File: config.mk
export PLATFORM = sky130hd
export DESIGN_NAME = u_lsu
export DESIGN_NICKNAME = d
export VERILOG_FILES = /design/src/rtl/u_lsu.sv
export SDC_FILE = /design/constraint.sdc
export NUM_CORES = 1
export LEC_CHECK = 0
export BUFFER_PORTS_ARGS = -buffer_cell sky130_fd_sc_hd__buf_2
export CAP_MARGIN = 15
export CELL_PAD_IN_SITES_DETAIL_PLACEMENT = 1
export CELL_PAD_IN_SITES_GLOBAL_PLACEMENT = 1
export CORE_MARGIN = 2
export CORE_UTILIZATION = 40
export CTS_CLUSTER_DIAMETER = 60
export CTS_CLUSTER_SIZE = 25
export DETAILED_ROUTE_END_ITERATION = 10
export PLACE_DENSITY = 0.82
export SLEW_MARGIN = 0
export SYNTH_ARGS = -nofsm -noshare
export SYNTH_HDL_FRONTEND = slang
export SYNTH_SLANG_ARGS = --single-unit
export TNS_END_PERCENT = 100
File: constraint.sdc
create_clock -name clk -period 3 [get_ports clk]
set_input_delay 0.9 -clock clk [delete_from_list [all_inputs] [get_ports clk]]
set_output_delay 0.9 -clock clk [all_outputs]
set_load 0.05 [all_outputs]
File: src/rtl/u_lsu.sv
// RV32I load/store unit: one outstanding bus access, lane steering for stores,
// load-data extraction/extension, and a bounded wait for the read response.
module u_lsu #(
  parameter int unsigned RSP_TIMEOUT = 255
) (
  input  logic        clk,
  input  logic        rstn,
  input  logic        lsu_vld,
  output logic        lsu_rdy,
  input  logic        lsu_ld,
  input  logic        lsu_st,
  input  logic [2:0]  lsu_f3,
  input  logic [31:0] lsu_addr,
  input  logic [31:0] lsu_wdata,
  input  logic [4:0]  lsu_rd_a,
  output logic        mem_req,
  output logic        mem_we,
  output logic [31:0] mem_addr,
  output logic [3:0]  mem_be,
  output logic [31:0] mem_wdata,
  input  logic        mem_gnt,
  input  logic        mem_rvalid,
  input  logic [31:0] mem_rdata,
  output logic        wb_e,
  output logic [4:0]  wb_a,
  output logic [31:0] wb_d,
  output logic        lsu_err
);

  typedef enum logic [1:0] {StIdle, StReq, StRsp} state_e;

  localparam logic [7:0] TimeoutCnt = 8'(RSP_TIMEOUT);

  state_e      state_q, state_d;
  logic [7:0]  cnt_q, cnt_d;
  logic        st_q;
  logic [2:0]  f3_q;
  logic [31:0] addr_q, wdata_q;
  logic [4:0]  rd_q;
  logic        err_q, err_d;
  logic        wb_e_q, wb_e_d;
  logic [4:0]  wb_a_q, wb_a_d;
  logic [31:0] wb_d_q, wb_d_d;

  logic        accept, illegal, misaligned;
  logic [3:0]  be;
  logic [31:0] st_data, rsh, ld_data;

  assign accept = lsu_vld & (state_q == StIdle);

  always_comb begin
    illegal = (lsu_ld == lsu_st) |
              (lsu_ld & (lsu_f3 inside {3'd3, 3'd6, 3'd7})) |
              (lsu_st & (lsu_f3 >= 3'd3));
    misaligned = ((lsu_f3[1:0] == 2'd1) & lsu_addr[0]) |
                 ((lsu_f3[1:0] == 2'd2) & (lsu_addr[1:0] != 2'd0));
  end

  // Lane steering from the captured request
  always_comb begin
    case (f3_q[1:0])
      2'd0: begin
        be      = 4'b0001 << addr_q[1:0];
        st_data = {4{wdata_q[7:0]}};
      end
      2'd1: begin
        be      = 4'b0011 << {addr_q[1], 1'b0};
        st_data = {2{wdata_q[15:0]}};
      end
      default: begin
        be      = 4'b1111;
        st_data = wdata_q;
      end
    endcase
  end

  always_comb begin
    rsh = mem_rdata >> {addr_q[1:0], 3'b000};
    case (f3_q)
      3'd0:    ld_data = {{24{rsh[7]}}, rsh[7:0]};
      3'd4:    ld_data = {24'd0, rsh[7:0]};
      3'd1:    ld_data = addr_q[1] ? {{16{mem_rdata[31]}}, mem_rdata[31:16]}
                                   : {{16{mem_rdata[15]}}, mem_rdata[15:0]};
      3'd5:    ld_data = addr_q[1] ? {16'd0, mem_rdata[31:16]} : {16'd0, mem_rdata[15:0]};
      default: ld_data = mem_rdata;
    endcase
  end

  always_comb begin
    lsu_rdy   = (state_q == StIdle);
    mem_req   = 1'b0;
    mem_we    = 1'b0;
    mem_addr  = 32'd0;
    mem_be    = 4'd0;
    mem_wdata = 32'd0;
    if (state_q == StReq) begin
      mem_req   = 1'b1;
      mem_we    = st_q;
      mem_addr  = {addr_q[31:2], 2'b00};
      mem_be    = be;
      mem_wdata = st_q ? st_data : 32'd0;
    end
  end

  always_comb begin
    state_d = state_q;
    cnt_d   = cnt_q;
    err_d   = 1'b0;
    wb_e_d  = 1'b0;
    wb_a_d  = 5'd0;
    wb_d_d  = 32'd0;
    case (state_q)
      StIdle: begin
        if (accept) begin
          if (illegal | misaligned) err_d = 1'b1;
          else state_d = StReq;
        end
      end
      StReq: begin
        if (mem_gnt) begin
          state_d = st_q ? StIdle : StRsp;
          cnt_d   = 8'd0;
        end
      end
      StRsp: begin
        if (mem_rvalid) begin
          state_d = StIdle;
          if (rd_q != 5'd0) begin
            wb_e_d = 1'b1;
            wb_a_d = rd_q;
            wb_d_d = ld_data;
          end
        end else begin
          cnt_d = 8'(cnt_q + 8'd1);
          if (cnt_d == TimeoutCnt) begin
            state_d = StIdle;
            err_d   = 1'b1;
          end
        end
      end
      default: state_d = StIdle;
    endcase
  end

  always_ff @(posedge clk or negedge rstn) begin
    if (!rstn) begin
      state_q <= StIdle;
      cnt_q   <= 8'd0;
      st_q    <= 1'b0;
      f3_q    <= 3'd0;
      addr_q  <= 32'd0;
      wdata_q <= 32'd0;
      rd_q    <= 5'd0;
      err_q   <= 1'b0;
      wb_e_q  <= 1'b0;
      wb_a_q  <= 5'd0;
      wb_d_q  <= 32'd0;
    end else begin
      state_q <= state_d;
      cnt_q   <= cnt_d;
      err_q   <= err_d;
      wb_e_q  <= wb_e_d;
      wb_a_q  <= wb_a_d;
      wb_d_q  <= wb_d_d;
      if (accept) begin
        st_q    <= lsu_st;
        f3_q    <= lsu_f3;
        addr_q  <= lsu_addr;
        wdata_q <= lsu_wdata;
        rd_q    <= lsu_rd_a;
      end
    end
  end

  assign lsu_err = err_q;
  assign wb_e    = wb_e_q;
  assign wb_a    = wb_a_q;
  assign wb_d    = wb_d_q;

endmodule
==> results.md <==
- DRT antenna net count: 0
- Cell area power density: approximately 1000 nW/um^2
- Worst EP arrival: a little under 2000 ps
- Worst setup SP type: flip-flop
- Max Freq: between 0.3 and 0.4 GHz
- Count of state elements after synthesis: ~120
- TritonCTS clock tree: built
- Nets: 868
- CP max FO: 33
- Worst R2R Path Depth: 4
- Drt pass-1 iters: 4
- Non-Filler Instances: approximately 950
- Crit end category: output port
- Sw Ratio: 0.399
- Clk pin slew, worst setup/hold paths: approximately 50 ps
- Final setup vio count: 0
- Clk pwr share: 0.271
- Status: completed
- Die area: approximately 15000 um^2
- Worst-Skew Late Latency: roughly 410 ps
- First-pass GRT wire length: approximately 30000 um
- CTS Buf Count: 17
- RSZ-0062 raised after global routing: false
- Critical path class: flip-flop to output port
- Placer Congestion: between 0.8 and 0.9
- Mapped Area: ~5800 um^2
- Clock buffer depth: 2
- Max Cap Violations: 0
- Vias: a little over 5k
- YS warnings: 0
- Worst Skew: approximately 6.2 ps
- Post-synthesis instance total: 541
- Fin crit period: approximately 2900 ps
- Avg Inst Size Synth: roughly 11 um^2
- Area Growth Syn to Fin: 33.2%
- Final-report hold violation count: 0
- Area leader, netlist: dfrtp_1
- Int Power: 4.80 mW
- Largest net degree at the start of global routing: a little over 40
- Sw power: around 3.2 mW
- Starting Density: 0.414
- Reg2reg end: wb_d[18]$_DFF_PN0_
- Slowest CP cell: dfrtp_2
- Hold/Removal Path Class: input port to async pin
- Io pins: between 200 and 250
- R2R Path Start: addr_q[1]$_DFFE_PN0P_
- Share of layout cells above drive strength 1: 0.450
- CP Buf/Inv Count: 2
- Clock root buffer: clkbuf_16
- CP delay by family, top: buffers and inverters
- Maximum vdd ir drop: between 0.0004 and 0.0005 V
- P_leak: 3.97 nW
- Number of global-route vias before repair: between 5k and 6k
- Slowest stage delay, CP: around 380 ps
- Die Y: roughly 120 um
- Logic pwr share: 0.398
- Critical Path, Cell by Cell: buf_6 > nand2b_1 > nand2_1 > a21oi_2 > buf_2
- Setup_tns: 0 ps
- Total track usage: 0.241
- Most used DFF post-synth: dfrtp_1
- Drt drc: 0
- Core Region: roughly 14000 um^2
- Overflow after GRT: 0
- Post-CTS Repair Setup Buffers: 0
- CTS Hold Bufs: 0
- Slew HR: 0.227
- R2r setup slk: approximately 700 ps
- Die Wd: approximately 120 um
- Tcrit/Tclk final: 0.954
- Commonest cells post-synth: dfrtp_1, mux2_2, nor2_1
- Unique masters post-synth: 46
- Via-to-Cell Ratio: 5.33
- WL/cell: 19.4 um
- # clock sinks: 122
- H-Tree Depth: 4
- Seq/Total Area, Yosys: 0.528
- WP data required: ~2100 ps
- FFs w/ async S/R, synth: 1.00
- Rows: 43
- Slew Limit Fails: 0
- Most common cell in the netlist: dfrtp_1
- Initial antenna violation count: 2
- Sequential cell fraction of total power: 0.332
- DRT iter0 DRCs: ~260
- Placed Cells: between 900 and 1k
- Worst slew pin tran: 1160 ps
- Number of synthesized flops with an enable pin: 0
- # port buffers: about 220
- Synth top area share: 0.528
- Post-DP HPWL: between 10000 and 15000 um
- Routed wire length: around 18000 um
- Synth area leaders: dfrtp_1, mux2_2, and2_1, a21oi_1, nor2_1
through the flow:
step | utilization | instance area (um^2) | worst slack, ps | hold WS [ps] | total power [mW]
after floorplan | - | 5800 | 94.5 | 451 | 4.89
after global placement | 0.506 | 7080 | 405 | 482 | 5.67
after detailed placement | 0.506 | 7080 | 283 | 488 | 5.82
after CTS | 0.550 | 7690 | 31.5 | 483 | 8.02
after global routing | 0.551 | 7700 | 19.9 | 517 | 8.40
final | 0.551 | 7710 | 139 | 480 | 7.98
placed cells by master, fill, tap and decap left out, drive strengths merged, types with 3 or more instances in the layout:
cell type    n
buf        234
dfrtp      122
mux2        72
nor2        53
a21oi       45
nand2       43
and2        37
o21ai       35
clkbuf      22
mux2i       16
inv         15
and3        10
a221oi       6
nand3b       6
o22ai        4
bufinv       4
clkinv       4
xor2         3
a31oi        3
cells by family (layout without fill, tap and decap cells):
group / after synthesis / count (layout) / share of synthesized area
simple gates: 163 / 163 / 0.137
flops: 122 / 122 / 0.528
compound gates: 104 / 104 / 0.105
mux: 90 / 90 / 0.176
buf+inv: 56 / 280 / 0.0452
xor+xnor: 3 / 3 / 0.00454
fa+ha+maj: 2 / 2 / 0.00432
other cells: 1 / 4 / 0.000648
worst max path at each step:
stage / startpoint / endpoint / slack, ps / cells past startpoint
after global routing: f3_q[1]$_DFFE_PN0P_ / mem_be[0] / 20 / 5
after global placement: mem_rdata[31] / wb_d[22]$_DFF_PN0_ / 410 / 5
after floorplan: state_q[1]$_DFFE_PN0P_ / mem_be[0] / 90 / 5
final: f3_q[1]$_DFFE_PN0P_ / mem_be[0] / 140 / 5
after detailed placement: mem_rdata[15] / wb_d[22]$_DFF_PN0_ / 280 / 5
after CTS: f3_q[1]$_DFFE_PN0P_ / mem_be[0] / 30 / 5
layout make-up:
type,count,area [um^2]
fill,1618,6280
sequential,122,3050
multi-input combinational,364,2490
timing repair buffer,234,1250
clock buffer,22,474
tap,180,225
clock inverter,8,143
inverter,16,60.1
antenna,2,5.00
layer usage:
| layer | wire length, um | GRT usage |
|---|---|---|
| met1 | 7400 | 0.289 |
| met4 | 403 | 0.0886 |
| met2 | 9170 | 0.401 |
| met5 | 0 | 0 |
| met3 | 1440 | 0.0820 |
worst reg2reg max path: cells and delay by family (launching register included):
family | cells | cell delay (ps)
and+or+nand+nor | 1 | 150
muxes | 1 | 620
DFF | 1 | 500
AOI/OAI and AO/OA | 2 | 890
power by group through the flow:
stage / Combinational (mW) / Sequential, mW / Clock [mW]
6_report: 3.17 / 2.65 / 2.16
5_1_grt: 3.41 / 2.73 / 2.27
4_1_cts: 3.18 / 2.65 / 2.19
3_5_place_dp: 3.16 / 2.66 / 0
3_3_place_gp: 3.06 / 2.61 / 0
2_1_floorplan: 2.13 / 2.75 / 0
flip-flops by register name, indices dropped and copies added, names as in the netlist:
register and count:
wb_e 1, wb_a 5, f3_q 3, wdata_q 32, rd_q 5, addr_q 32
cnt_q 8, st_q 1, wb_d 32, lsu_err 1, state_q 2
repair_timing:
item / CTS / global route
gates resized for setup: 0 / 2
hold endpoints to repair: 0 / 0
setup endpoints to repair: 0 / 28
No activity file was read; power rests on OpenSTA's default activity.
